[config.mk]
export PLATFORM = sky130hd
export DESIGN_NAME = mem_stage
export DESIGN_NICKNAME = d
export VERILOG_FILES = /design/src/rtl/mem_stage.sv
export SDC_FILE = /design/constraint.sdc
export NUM_CORES = 1
export LEC_CHECK = 0
export BUFFER_PORTS_ARGS = -buffer_cell sky130_fd_sc_hd__buf_2
export CAP_MARGIN = 10
export CORE_AREA = 2 2 99 101
export CTS_CLUSTER_SIZE = 40
export DETAILED_ROUTE_END_ITERATION = 16
export DIE_AREA = 0 0 101 103
export MAX_ROUTING_LAYER = met4
export PLACE_DENSITY_LB_ADDON = 0.3
export SLEW_MARGIN = 10
export SYNTH_ARGS = -nofsm -noshare
export SYNTH_HDL_FRONTEND = slang
export SYNTH_SLANG_ARGS = --single-unit
[constraint.sdc]
create_clock -name clk -period 3.34 [get_ports clk]
set_clock_uncertainty 0.1 [all_clocks]
set_input_delay 1.002 -clock clk [delete_from_list [all_inputs] [get_ports clk]]
set_output_delay 1.002 -clock clk [all_outputs]
set_load 0.03 [all_outputs]
[src/rtl/mem_stage.sv]
// mem_stage: memory-access stage between EX/MEM and MEM/WB.
// Passes ALU results through and runs the req/ack data-memory handshake for loads/stores.
// Handles byte-lane steering, byte enables and load sign/zero extension.
// Optional feature macro: MEM_MISALIGN_TRAP_EN (misaligned half/word accesses are trapped).
module mem_stage #(
  parameter logic [7:0] ALUOP_LB  = 8'h20,
  parameter logic [7:0] ALUOP_LH  = 8'h21,
  parameter logic [7:0] ALUOP_LW  = 8'h22,
  parameter logic [7:0] ALUOP_LBU = 8'h23,
  parameter logic [7:0] ALUOP_LHU = 8'h24,
  parameter logic [7:0] ALUOP_SB  = 8'h28,
  parameter logic [7:0] ALUOP_SH  = 8'h29,
  parameter logic [7:0] ALUOP_SW  = 8'h2A
) (
  input  logic        clk,
  input  logic        rst,
  input  logic [4:0]  waddr_i,
  input  logic        we_i,
  input  logic [31:0] wdata_i,
  input  logic [31:0] addr_i,
  input  logic [7:0]  aluop_i,
  input  logic [31:0] rt_data_i,
  output logic [4:0]  waddr_o,
  output logic        we_o,
  output logic [31:0] wdata_o,
  output logic        stall_o,
  output logic        dmem_req_o,
  output logic        dmem_we_o,
  output logic [31:0] dmem_addr_o,
  output logic [3:0]  dmem_be_o,
  output logic [31:0] dmem_wdata_o,
  input  logic [31:0] dmem_rdata_i,
  input  logic        dmem_ack_i,
  output logic        misalign_o
);

  typedef enum logic [1:0] {IDLE, BUSY, DONE} state_e;

  state_e      state_q, state_d;
  logic [31:0] rdata_q, rdata_d;
  logic        misalign_q, misalign_d;

  logic        is_load_c, is_store_c, is_mem_c;
  logic        sz_byte_c, sz_half_c, sign_c;
  logic        mis_c;
  logic [3:0]  be_c;
  logic [31:0] lane_data_c;
  logic [7:0]  byte_c;
  logic [15:0] half_c;
  logic [31:0] load_c;

  // Decode operation class, access size and signedness
  always_comb begin
    is_load_c  = 1'b0;
    is_store_c = 1'b0;
    sz_byte_c  = 1'b0;
    sz_half_c  = 1'b0;
    sign_c     = 1'b0;
    case (aluop_i)
      ALUOP_LB:  begin is_load_c  = 1'b1; sz_byte_c = 1'b1; sign_c = 1'b1; end
      ALUOP_LH:  begin is_load_c  = 1'b1; sz_half_c = 1'b1; sign_c = 1'b1; end
      ALUOP_LW:  begin is_load_c  = 1'b1; end
      ALUOP_LBU: begin is_load_c  = 1'b1; sz_byte_c = 1'b1; end
      ALUOP_LHU: begin is_load_c  = 1'b1; sz_half_c = 1'b1; end
      ALUOP_SB:  begin is_store_c = 1'b1; sz_byte_c = 1'b1; end
      ALUOP_SH:  begin is_store_c = 1'b1; sz_half_c = 1'b1; end
      ALUOP_SW:  begin is_store_c = 1'b1; end
      default:   ;
    endcase
    is_mem_c = is_load_c | is_store_c;
  end

`ifdef MEM_MISALIGN_TRAP_EN
  // Half accesses need addr[0]=0, word accesses need addr[1:0]=0
  assign mis_c = is_mem_c & ((sz_half_c & addr_i[0]) |
                             (~sz_byte_c & ~sz_half_c & (addr_i[1:0] != 2'b00)));
`else
  assign mis_c = 1'b0;
`endif

  // Byte enables and lane-replicated store data by access size
  always_comb begin
    be_c        = 4'b1111;
    lane_data_c = rt_data_i;
    if (sz_byte_c) begin
      be_c        = 4'b0001 << addr_i[1:0];
      lane_data_c = {4{rt_data_i[7:0]}};
    end else if (sz_half_c) begin
      be_c        = addr_i[1] ? 4'b1100 : 4'b0011;
      lane_data_c = {2{rt_data_i[15:0]}};
    end
  end

  // Select the addressed lane of the captured load data and extend it
  always_comb begin
    byte_c = 8'(rdata_q >> {addr_i[1:0], 3'b000});
    half_c = addr_i[1] ? rdata_q[31:16] : rdata_q[15:0];
    if (sz_byte_c)
      load_c = sign_c ? {{24{byte_c[7]}}, byte_c} : {24'b0, byte_c};
    else if (sz_half_c)
      load_c = sign_c ? {{16{half_c[15]}}, half_c} : {16'b0, half_c};
    else
      load_c = rdata_q;
  end

  // State, captured load data and trap flag registers
  always_ff @(posedge clk) begin
    if (rst) begin
      state_q    <= IDLE;
      rdata_q    <= '0;
      misalign_q <= 1'b0;
    end else begin
      state_q    <= state_d;
      rdata_q    <= rdata_d;
      misalign_q <= misalign_d;
    end
  end

  // Next-state and stage outputs
  always_comb begin
    state_d    = state_q;
    rdata_d    = rdata_q;
    misalign_d = misalign_q;
    stall_o    = 1'b0;
    dmem_req_o = 1'b0;
    we_o       = we_i;
    wdata_o    = wdata_i;
    misalign_o = 1'b0;
    case (state_q)
      IDLE: begin
        misalign_d = mis_c;
        if (is_mem_c) begin
          stall_o    = 1'b1;
          misalign_o = mis_c;
          if (mis_c) begin
            state_d = DONE;
          end else begin
            dmem_req_o = 1'b1;
            if (dmem_ack_i) begin
              state_d = DONE;
              rdata_d = dmem_rdata_i;
            end else begin
              state_d = BUSY;
            end
          end
        end
      end
      BUSY: begin
        stall_o    = 1'b1;
        dmem_req_o = 1'b1;
        if (dmem_ack_i) begin
          state_d = DONE;
          rdata_d = dmem_rdata_i;
        end
      end
      DONE: begin
        state_d    = IDLE;
        misalign_o = misalign_q;
        if (misalign_q)
          we_o = 1'b0;
        else if (is_load_c)
          wdata_o = load_c;
      end
      default: state_d = IDLE;
    endcase
    if (stall_o)
      we_o = 1'b0;
  end

  // Data-memory port drive; address and lanes are stable while EX/MEM is frozen
  assign waddr_o      = waddr_i;
  assign dmem_we_o    = dmem_req_o & is_store_c;
  assign dmem_addr_o  = {addr_i[31:2], 2'b00};
  assign dmem_be_o    = be_c;
  assign dmem_wdata_o = lane_data_c;

endmodule
==> flow_summary.json, run 1 <==
{
  "met3_usage_pct": 4.41,
  "synth.top_cell.area_share_pct": 20.3,
  "cts_tree": "yes",
  "area_growth_pct": 79.9,
  "die_w_um": 101,
  "fin_crit_sh_pct": 109,
  "layout-drive-gt1-share_pct": 65.5,
  "fmaxAchievable_mhz": 276,
  "core-area_um2": 9460,
  "instances_no_fill": 721,
  "rsz0062_at_grt": "yes",
  "die_area_um2": 10400,
  "wl_per_cell_um": 19.2,
  "grt_antenna_before_repair": 1,
  "drt_iter0_markers": 136,
  "rows": 36,
  "port_buffers": 181,
  "syn_inst": 422,
  "seqCellArea_um2": 681,
  "finalCriticalPeriod_ps": 3630,
  "power_density_nw_per_um2": 203,
  "critPathMaxFanout": 6,
  "holdCritPathClass": "reg -> reg",
  "slew_headroom_pct": 47.9,
  "final_max_slew_viol_count": 0,
  "firstDrtPassIters": 4,
  "synth_ff_type": "dfxtp_1",
  "synth_common_cells": "nand2b_1 (66), buf_4 (48), mux2i_1 (47)",
  "synth_top_area_cell": "dfxtp_1",
  "ant_nets": 0,
  "hold_ws_ps": 403,
  "ys_warn_count": 0,
  "drc": 0,
  "path_cells": "buf_6, buf_6, nor4b_4, buf_4, and3_4, buf_12, buf_12, nor2_4, a31oi_4, buf_6",
  "fill_cells": 757,
  "grt-busiest-layer": "met2",
  "placedCellCount": 690,
  "dp_hpwl_mm": 9.31,
  "critPathArrivalTime_ps": 2520,
  "finalSetupViolations": 64,
  "clkLatencyLatePin_ps": 280,
  "fin_area_um2": 6030,
  "cts_htree_levels": 2,
  "via_per_inst": 5.34,
  "cts_buffers": 5,
  "status": "finished, violations left",
  "pre_cts_ws_ps": -363,
  "start_util_pct": 35.4,
  "use_met2_pct": 43.1,
  "worst_path_largest_cell_delay_ps": 270,
  "peakVddDrop_mv": 0.164,
  "setup_tns_ps": -13210,
  "dr_total_vias": 3852,
  "final_util_pct": 63.7,
  "synth_seq_cells": 34,
  "worst_slew_pin_slew_ps": 781,
  "crit_type": "in -> out",
  "grt.overflow.total": 0,
  "worst-path-buf-inv": 6,
  "grt_max_degree": 67,
  "p_total_mw": 1.23,
  "clockBufferDepth": 2,
  "totalWireLength_mm": 13.8,
  "synth.distinct_cells": 41,
  "grt_pass1_vias": 3861,
  "synthesis.area_um2": 3350,
  "die_h_um": 103,
  "synth_edf_count": 0,
  "grt_use_met1_pct": 26.7,
  "endpoint_kind": "output pin",
  "place_area_um2": 4680,
  "io_pins": 255,
  "path_delay_family": "buffers and inverters",
  "hold_violations": 0,
  "holdBufCountCts": 0,
  "cap_violations": 0,
  "crit_top_cell": "buf_6",
  "avgSynthCellArea_um2": 7.94,
  "multiInputGateArea_um2": 2970,
  "required_ps": 2240,
  "synth_most_common_cell": "nand2b_1",
  "critPathLaunchType": "primary input",
  "async_flop_share_pct": 0,
  "clock_sinks": 34,
  "slowest_stage": "and3_4",
  "cts_root_buf": "clkbuf_8",
  "finalWorstSetupSlack_ps": -286,
  "finalNetCount": 749,
  "gp_congestion": 0.857,
  "grt_pass1_wl_mm": 19.4,
  "clk_pin_slew_ps": 70,
  "violations": "negative setup slack",
  "ys_top_cells_by_area": "dfxtp_1 (20%), mux2i_1 (14%), nand2b_1 (12%)",
  "p_leak_nw": 2.56,
  "yosysSeqAreaShare_pct": 20.3,
  "grtUsageTotal_pct": 24.5
}
## cell usage in the layout (no fill, tap or decap), types with 10 or more instances in the layout
cell,synthesis,layout
buf_2,11,113
buf_6,3,77
nand2b_1,66,66
mux2i_1,47,45
buf_4,48,39
dfxtp_1,34,34
nor2_4,0,21
a21oi_4,1,17
nand2_1,35,16
a21oi_2,0,14
buf_12,0,11
nand2_2,0,10
## worst paths after layout
check | start | to | slack [ps] | depth (start not counted)
setup / recovery | aluop_i[4] | wdata_o[2] | -290 | 10
hold reg to reg | rdata_q[9] | rdata_q[9] | 400 | 2
setup reg to reg | state_q[1] | rdata_q[27] | 2030 | 4
hold / removal | rdata_q[9] | rdata_q[9] | 400 | 2
## power by group
group | internal (mW) | switching (mW) | total [mW]
logic | 0.230 | 0.267 | 0.496
clock network | 0.166 | 0.148 | 0.314
registers | 0.409 | 0.00542 | 0.415
## layer usage
| metal | share of wire, % | wire length [um] |
|---|---|---|
| met4 | 4.8 | 669 |
| met2 | 52 | 7230 |
| met3 | 7.1 | 975 |
| met5 | 0 | 0 |
| met1 | 36 | 4960 |
## timing repair
action | in CTS | in global routing
resized for setup | 211 | 63
gates cloned | 6 | 2
buffers inserted | 11 | 6
pin swaps | 7 | 10
setup endpoints to repair | 64 | 64
## state kept, by name, indices dropped and copies added (netlist names)
| name | flops |
|---|---|
| state_q | 2 |
| rdata_q | 32 |
## cell families (layout without fill, tap and decap cells)
group | after synthesis | after routing | share of synthesized area (%)
compound gates | 84 | 84 | 15.8
buf+inv | 78 | 259 | 15.2
flops | 34 | 34 | 20.3
mux | 64 | 64 | 22.5
other cells | 1 | 5 | 0.112
simple gates | 161 | 161 | 26.1
## worst min-delay path, stage by stage, from the launching register on
cell and delay [ps]:
dfxtp_1 330, nand2b_1 70, mux2i_1 60
## layout make-up
type	count	area share, %
multi-input cells	312	49.3
repair buffers	248	35.2
flip-flops and latches	34	11.3
well taps	114	2.37
clock buffers	7	1.43
inverters	3	0.187
clock inverters	1	0.0831
diodes	2	0.0831
Power figures use the tool's default switching activity.
==> run 2, diff against run 1 <==
--- a/config.mk
+++ b/config.mk
@@ -11,8 +11,10 @@
 export CTS_CLUSTER_SIZE = 40
 export DETAILED_ROUTE_END_ITERATION = 16
 export DIE_AREA = 0 0 101 103
+export GPL_TIMING_DRIVEN = 0
 export MAX_ROUTING_LAYER = met4
 export PLACE_DENSITY_LB_ADDON = 0.3
+export SKIP_LAST_GASP = 1
 export SLEW_MARGIN = 10
 export SYNTH_ARGS = -nofsm -noshare
 export SYNTH_HDL_FRONTEND = slang
==> run 2 against run 1 <==
Critical path type unchanged. Power grew 9.3%. Utilization rose by 4.7 points. The flow still finishes with violations (negative setup slack). Register-to-register slack got worse by 80 ps. Via count rose by 7.0%. Critical path depth down 2. Highest routed layer unchanged.
==> flow_summary.json, run 2 (synthesis results as in run 1) <==
{
  "layout-drive-gt1-share_pct": 66.8,
  "cp-startpoint": "aluop_i[4]",
  "p_int_mw": 0.858,
  "multiInputGateArea_um2": 3020,
  "highest_layer": "met4",
  "largest_register": "rdata_q",
  "critPathArrivalTime_ps": 2540,
  "cts_buffers": 5,
  "biggestRegsByFlops": "rdata_q: 32 flops, state_q: 2 flops",
  "hold_ws_ps": 403,
  "required_ps": 2240,
  "io_pins": 255,
  "dr_wl_met3_mm": 1.00,
  "area_growth_pct": 93.2,
  "totalWireLength_mm": 14.8,
  "cap_violations": 0,
  "port_buffers": 214,
  "clkLatencyLatePin_ps": 290,
  "grt_antenna_before_repair": 1,
  "worst_path_largest_cell_delay_ps": 580,
  "grtUsageTotal_pct": 24.5,
  "fill_cells": 693,
  "via_per_inst": 5.17,
  "pwr-share-seq_pct": 31.0,
  "dp_hpwl_mm": 10.4,
  "drt_iter0_markers": 234,
  "p_leak_nw": 2.86,
  "finalSetupViolations": 63,
  "drc": 0,
  "r2r_setup_slack_ps": 1950,
  "critPathMaxFanout": 6,
  "slowest_stage": "or4b_4",
  "fmaxAchievable_mhz": 274,
  "grt.overflow.total": 0,
  "final_max_slew_viol_count": 0,
  "status": "finished, violations left",
  "clock_sinks": 34,
  "power_frac_clock_pct": 23.4,
  "cts_tree": "yes",
  "violations": "negative setup slack",
  "placedCellCount": 752,
  "crit_top_cell": "buf_12",
  "die_area_um2": 10400,
  "worstSetupEndpoint": "dmem_wdata_o[29]",
  "die_w_um": 101,
  "power_density_nw_per_um2": 207,
  "final_common_cell": "buf_2",
  "finalWorstSetupSlack_ps": -306,
  "gp_congestion": 0.929,
  "finalNetCount": 825,
  "firstDrtPassIters": 4,
  "cts_htree_levels": 2,
  "clk_pin_slew_ps": 60,
  "cts_root_buf": "clkbuf_8",
  "ant_nets": 0,
  "wl_per_cell_um": 18.6,
  "crit_type": "in -> out",
  "grt_pass1_vias": 3899,
  "rsz0062_at_grt": "yes",
  "fin_crit_sh_pct": 109,
  "start_util_pct": 35.4,
  "core-area_um2": 9460,
  "rows": 36,
  "rr_startpoint": "state_q[1]",
  "drt-met1-wl_mm": 5.32,
  "peakVddDrop_mv": 0.167,
  "path_cells": "buf_8, or4b_4, a211oi_4, buf_12, buf_12, nand2_8, o21ai_2, buf_6",
  "swShare_pct": 35.9,
  "worstHoldStart": "rdata_q[10]",
  "seqCellArea_um2": 681,
  "finalCriticalPeriod_ps": 3650,
  "clockBufferDepth": 2,
  "layout_common_cells": "buf_2 (149), buf_6 (76), buf_4 (73), nand2b_1 (66), mux2i_1 (41)",
  "holdBufCountCts": 0,
  "instances_no_fill": 797,
  "grt_max_degree": 11,
  "dr_total_vias": 4121,
  "met2WireLength_mm": 7.86,
  "switching_power_mw": 0.481,
  "critPathLaunchType": "primary input",
  "largest_reg_flops": 32,
  "die_h_um": 103,
  "timing.rr.end": "rdata_q[29]",
  "grt_pass1_wl_mm": 19.4,
  "hold_violations": 0,
  "p_comb_share_pct": 45.6,
  "ff2ff_path_depth": 4,
  "holdCritPathClass": "reg -> reg",
  "endpoint_kind": "output pin"
}
==> run 2: metrics by stage <==
stage,util [%],cell area (um2),setup WS [ps],TNS (ps),power [mW]
5_1_grt,68.4,6470,-336,-13260,1.39
3_3_place_gp,52.1,4930,-707,-29930,0.894
2_1_floorplan,-,3710,-150,-4190,0.741
6_report,68.4,6470,-306,-11100,1.34
4_1_cts,59.3,5610,-323,-13420,1.26
3_5_place_dp,52.1,4930,-728,-30770,0.899
==> run 2: area by class of cell <==
class / count / share of cell area, %
multi-input combinational: 312 / 46.6
timing repair buffer: 251 / 29.3
sequential: 34 / 10.5
buffer: 73 / 9.67
tap: 114 / 2.20
clock buffer: 7 / 1.33
inverter: 3 / 0.174
clock inverter: 1 / 0.0774
antenna: 2 / 0.0774
==> run 2: worst max-delay path, delay by kind of cell <==
kind	cells	cell delay [ps]
simple gates	2	640
buf+inv	4	570
compound gates	2	320
==> run 2: power by group through the flow <==
stage          Clock, mW  Sequential [mW]  Combinational (mW)
6_report           0.313            0.415               0.611
5_1_grt            0.330            0.415               0.645
4_1_cts            0.317            0.414               0.524
3_5_place_dp           0            0.424               0.476
3_3_place_gp           0            0.423               0.470
2_1_floorplan          0            0.421               0.320
==> run 2: worst min path at each step <==
stage	cells past startpoint	endpoint	slack [ps]
floorplan	2	rdata_q[10]	360
global placement	2	rdata_q[4]	380
detailed placement	2	rdata_q[2]	380
CTS	2	rdata_q[2]	400
global route	2	rdata_q[10]	420
finish	2	rdata_q[10]	400
==> run 2: per-layer routing <==
layer / GRT usage (%) / vias up
li1: - / 1946
met4: 9.56 / 0
met3: 3.25 / 48
met1: 26.3 / 1906
met2: 45.8 / 221
met5: - / -
==> run 2: repair_timing <==
action                                  CTS  global route
buffers inserted                         21            14
resized for setup                       105           221
pin swaps                                11            38
gates cloned                              2             3
endpoints found under the setup margin   64            64
==> run 3, diff against run 2 <==
--- a/config.mk
+++ b/config.mk
@@ -5,12 +5,12 @@
 export SDC_FILE = /design/constraint.sdc
 export NUM_CORES = 1
 export LEC_CHECK = 0
+export ABC_AREA = 1
 export BUFFER_PORTS_ARGS = -buffer_cell sky130_fd_sc_hd__buf_2
 export CAP_MARGIN = 10
-export CORE_AREA = 2 2 99 101
+export CORE_UTILIZATION = 40
 export CTS_CLUSTER_SIZE = 40
 export DETAILED_ROUTE_END_ITERATION = 16
-export DIE_AREA = 0 0 101 103
 export GPL_TIMING_DRIVEN = 0
 export MAX_ROUTING_LAYER = met4
 export PLACE_DENSITY_LB_ADDON = 0.3
==> run 3 against run 2 <==
The run still ends with negative setup slack left. Combinational power down 3.8%. Power fell by 2.1%. Die area grew 0.78%. Sequential power up 4%. Utilization fell by 6.1 points. Critical path depth up 4. Flip-flop and latch count is the same. Largest cell class unchanged.
==> flow_summary.json, run 3 <==
{
  "endpoint_kind": "output pin",
  "finalSetupViolations": 33,
  "gp_congestion": 0.957,
  "grt-busiest-layer": "met2",
  "firstDrtPassIters": 6,
  "synth.distinct_cells": 32,
  "synth_common_cells": "nand2_1 (201), inv_1 (123), nor2_1 (113)",
  "port_buffers": 215,
  "finalNetCount": 1137,
  "rsz0062_at_grt": "yes",
  "hold_violations": 0,
  "peakVddDrop_mv": 0.140,
  "cap_violations": 0,
  "critPathLaunchType": "primary input",
  "fill_cells": 1001,
  "finalWorstSetupSlack_ps": -99.9,
  "clkLatencyLatePin_ps": 290,
  "layout_common_cells": "nand2_1 (195), buf_2 (178), inv_1 (119), nor2_1 (94), buf_4 (85)",
  "critPathMaxFanout": 8,
  "synth_most_common_cell": "nand2_1",
  "grt_max_degree": 11,
  "synth_ff_type": "dfxtp_1",
  "wl_per_cell_um": 13.4,
  "async_flop_share_pct": 0,
  "status": "finished, violations left",
  "grt_use_met1_pct": 30.5,
  "grt_pass1_wl_mm": 22.2,
  "ys_top_cells_by_area": "nand2_1 (19%), dfxtp_1 (17%), inv_1 (11%)",
  "synth_edf_count": 0,
  "required_ps": 2240,
  "violations": "negative setup slack",
  "synthesis.area_um2": 4030,
  "met3_usage_pct": 3.08,
  "worstSetupEndpoint": "wdata_o[29]",
  "io_pins": 255,
  "use_met2_pct": 51.0,
  "ys_warn_count": 0,
  "clockBufferDepth": 2,
  "fmaxAchievable_mhz": 291,
  "final_max_slew_viol_count": 0,
  "area_growth_pct": 51.1,
  "totalWireLength_mm": 15.1,
  "syn_inst": 747,
  "critPathArrivalTime_ps": 2340,
  "p_leak_nw": 3.46,
  "multiInputGateArea_um2": 2520,
  "grt_antenna_before_repair": 0,
  "core-area_um2": 9770,
  "biggestRegsByFlops": "rdata_q: 32 flops, state_q: 2 flops",
  "cts_buffers": 5,
  "seqCellArea_um2": 681,
  "cts_htree_levels": 2,
  "crit_type": "in -> out",
  "die_h_um": 102,
  "dr_total_vias": 5331,
  "finalCriticalPeriod_ps": 3440,
  "cts_root_buf": "clkbuf_8",
  "final_common_cell": "nand2_1",
  "timing.rr.end": "rdata_q[26]",
  "r2r_setup_slack_ps": 1940,
  "grt.overflow.total": 0,
  "largest_reg_flops": 32,
  "avgSynthCellArea_um2": 5.40,
  "clk_pin_slew_ps": 70,
  "drt_iter0_markers": 292,
  "ant_nets": 0,
  "grt_pass1_vias": 4788,
  "ff2ff_path_depth": 7,
  "grtUsageTotal_pct": 28.3,
  "worstHoldStart": "rdata_q[0]",
  "die_w_um": 102,
  "holdBufCountCts": 0,
  "synth_seq_cells": 34,
  "power_density_nw_per_um2": 215,
  "dp_hpwl_mm": 11.7,
  "antenna_cells": 0,
  "cp-startpoint": "aluop_i[7]",
  "clock_sinks": 34,
  "rows": 36,
  "yosysSeqAreaShare_pct": 16.9,
  "hold_ws_ps": 458,
  "layout-drive-gt1-share_pct": 42.3,
  "largest_register": "rdata_q",
  "synth.top_cell.area_share_pct": 18.7,
  "cts_tree": "yes",
  "via_per_inst": 4.74,
  "holdCritPathClass": "reg -> reg",
  "synth_top_area_cell": "nand2_1",
  "start_util_pct": 41.2,
  "rr_startpoint": "state_q[0]",
  "place_area_um2": 5340,
  "fin_area_um2": 6090,
  "drc": 0,
  "fin_crit_sh_pct": 103,
  "die_area_um2": 10500
}
==> run 3: kinds of logic after synthesis <==
kind of cell | share of synthesized area (%)
AO/OA/AOI/OAI | 10.5
buffers and inverters | 26.2
flip-flops | 16.9
other | 0.0930
AND/OR/NAND/NOR | 46.3
==> run 3: power breakdown <==
part / internal, mW / switching (mW)
sequential: 0.418 / 0.0132
combinational: 0.242 / 0.346
clock: 0.140 / 0.152
total: 0.800 / 0.510
==> run 3: worst min-delay path by stage <==
stage                  endpoint  depth (start not counted)  slack [ps]
floorplan           rdata_q[31]                          4         410
global placement     rdata_q[0]                          4         440
detailed placement   rdata_q[0]                          4         440
CTS                  rdata_q[0]                          4         450
global route         rdata_q[2]                          4         500
finish               rdata_q[0]                          4         460
==> run 3: routing by layer <==
| layer | up-vias | part of all wire (%) |
|---|---|---|
| met5 | - | 0 |
| met4 | 0 | 4.2 |
| met3 | 51 | 6.9 |
| met2 | 251 | 51 |
| met1 | 2329 | 38 |
| li1 | 2700 | - |
==> run 3: timing repair <==
action / 4_1_cts / 5_1_grt
pin swaps: 14 / 11
setup endpoints to repair: 61 / 58
cloned: 3 / 1
hold endpoints to repair: 0 / 0
resized for setup: 133 / 40
buffers inserted: 12 / 5
==> run 3: critical path, stage by stage <==
cell,delay (ps)
buf_6,100
inv_4,50
nand2_4,60
nor2_8,200
inv_2,70
nor2_4,150
nand3_2,110
nand2_4,150
buf_6,140
nor2_1,60
nor2_2,120
buf_6,150
==> run 3: cell type report <==
type / count / share of cell area (%)
buffer: 85 / 10.5
clock buffer: 5 / 1.13
clock inverter: 2 / 0.164
inverter: 132 / 8.55
multi-input combinational: 498 / 41.5
sequential: 34 / 11.2
tap: 133 / 2.73
timing repair buffer: 236 / 24.3
==> run 3: through the flow <==
step | setup slack [ps] | cells | power, mW | setup TNS [ps] | util (%)
after floorplan | -23.1 | 749 | 0.795 | -92.5 | -
after global placement | -305 | 1097 | 0.964 | -9950 | 54.6
after detailed placement | -344 | 1097 | 0.968 | -10630 | 54.6
after CTS | -70.5 | 1119 | 1.30 | -727 | 60.8
after global routing | -144 | 1125 | 1.38 | -4250 | 62.3
final | -99.9 | 1125 | 1.31 | -1570 | 62.3
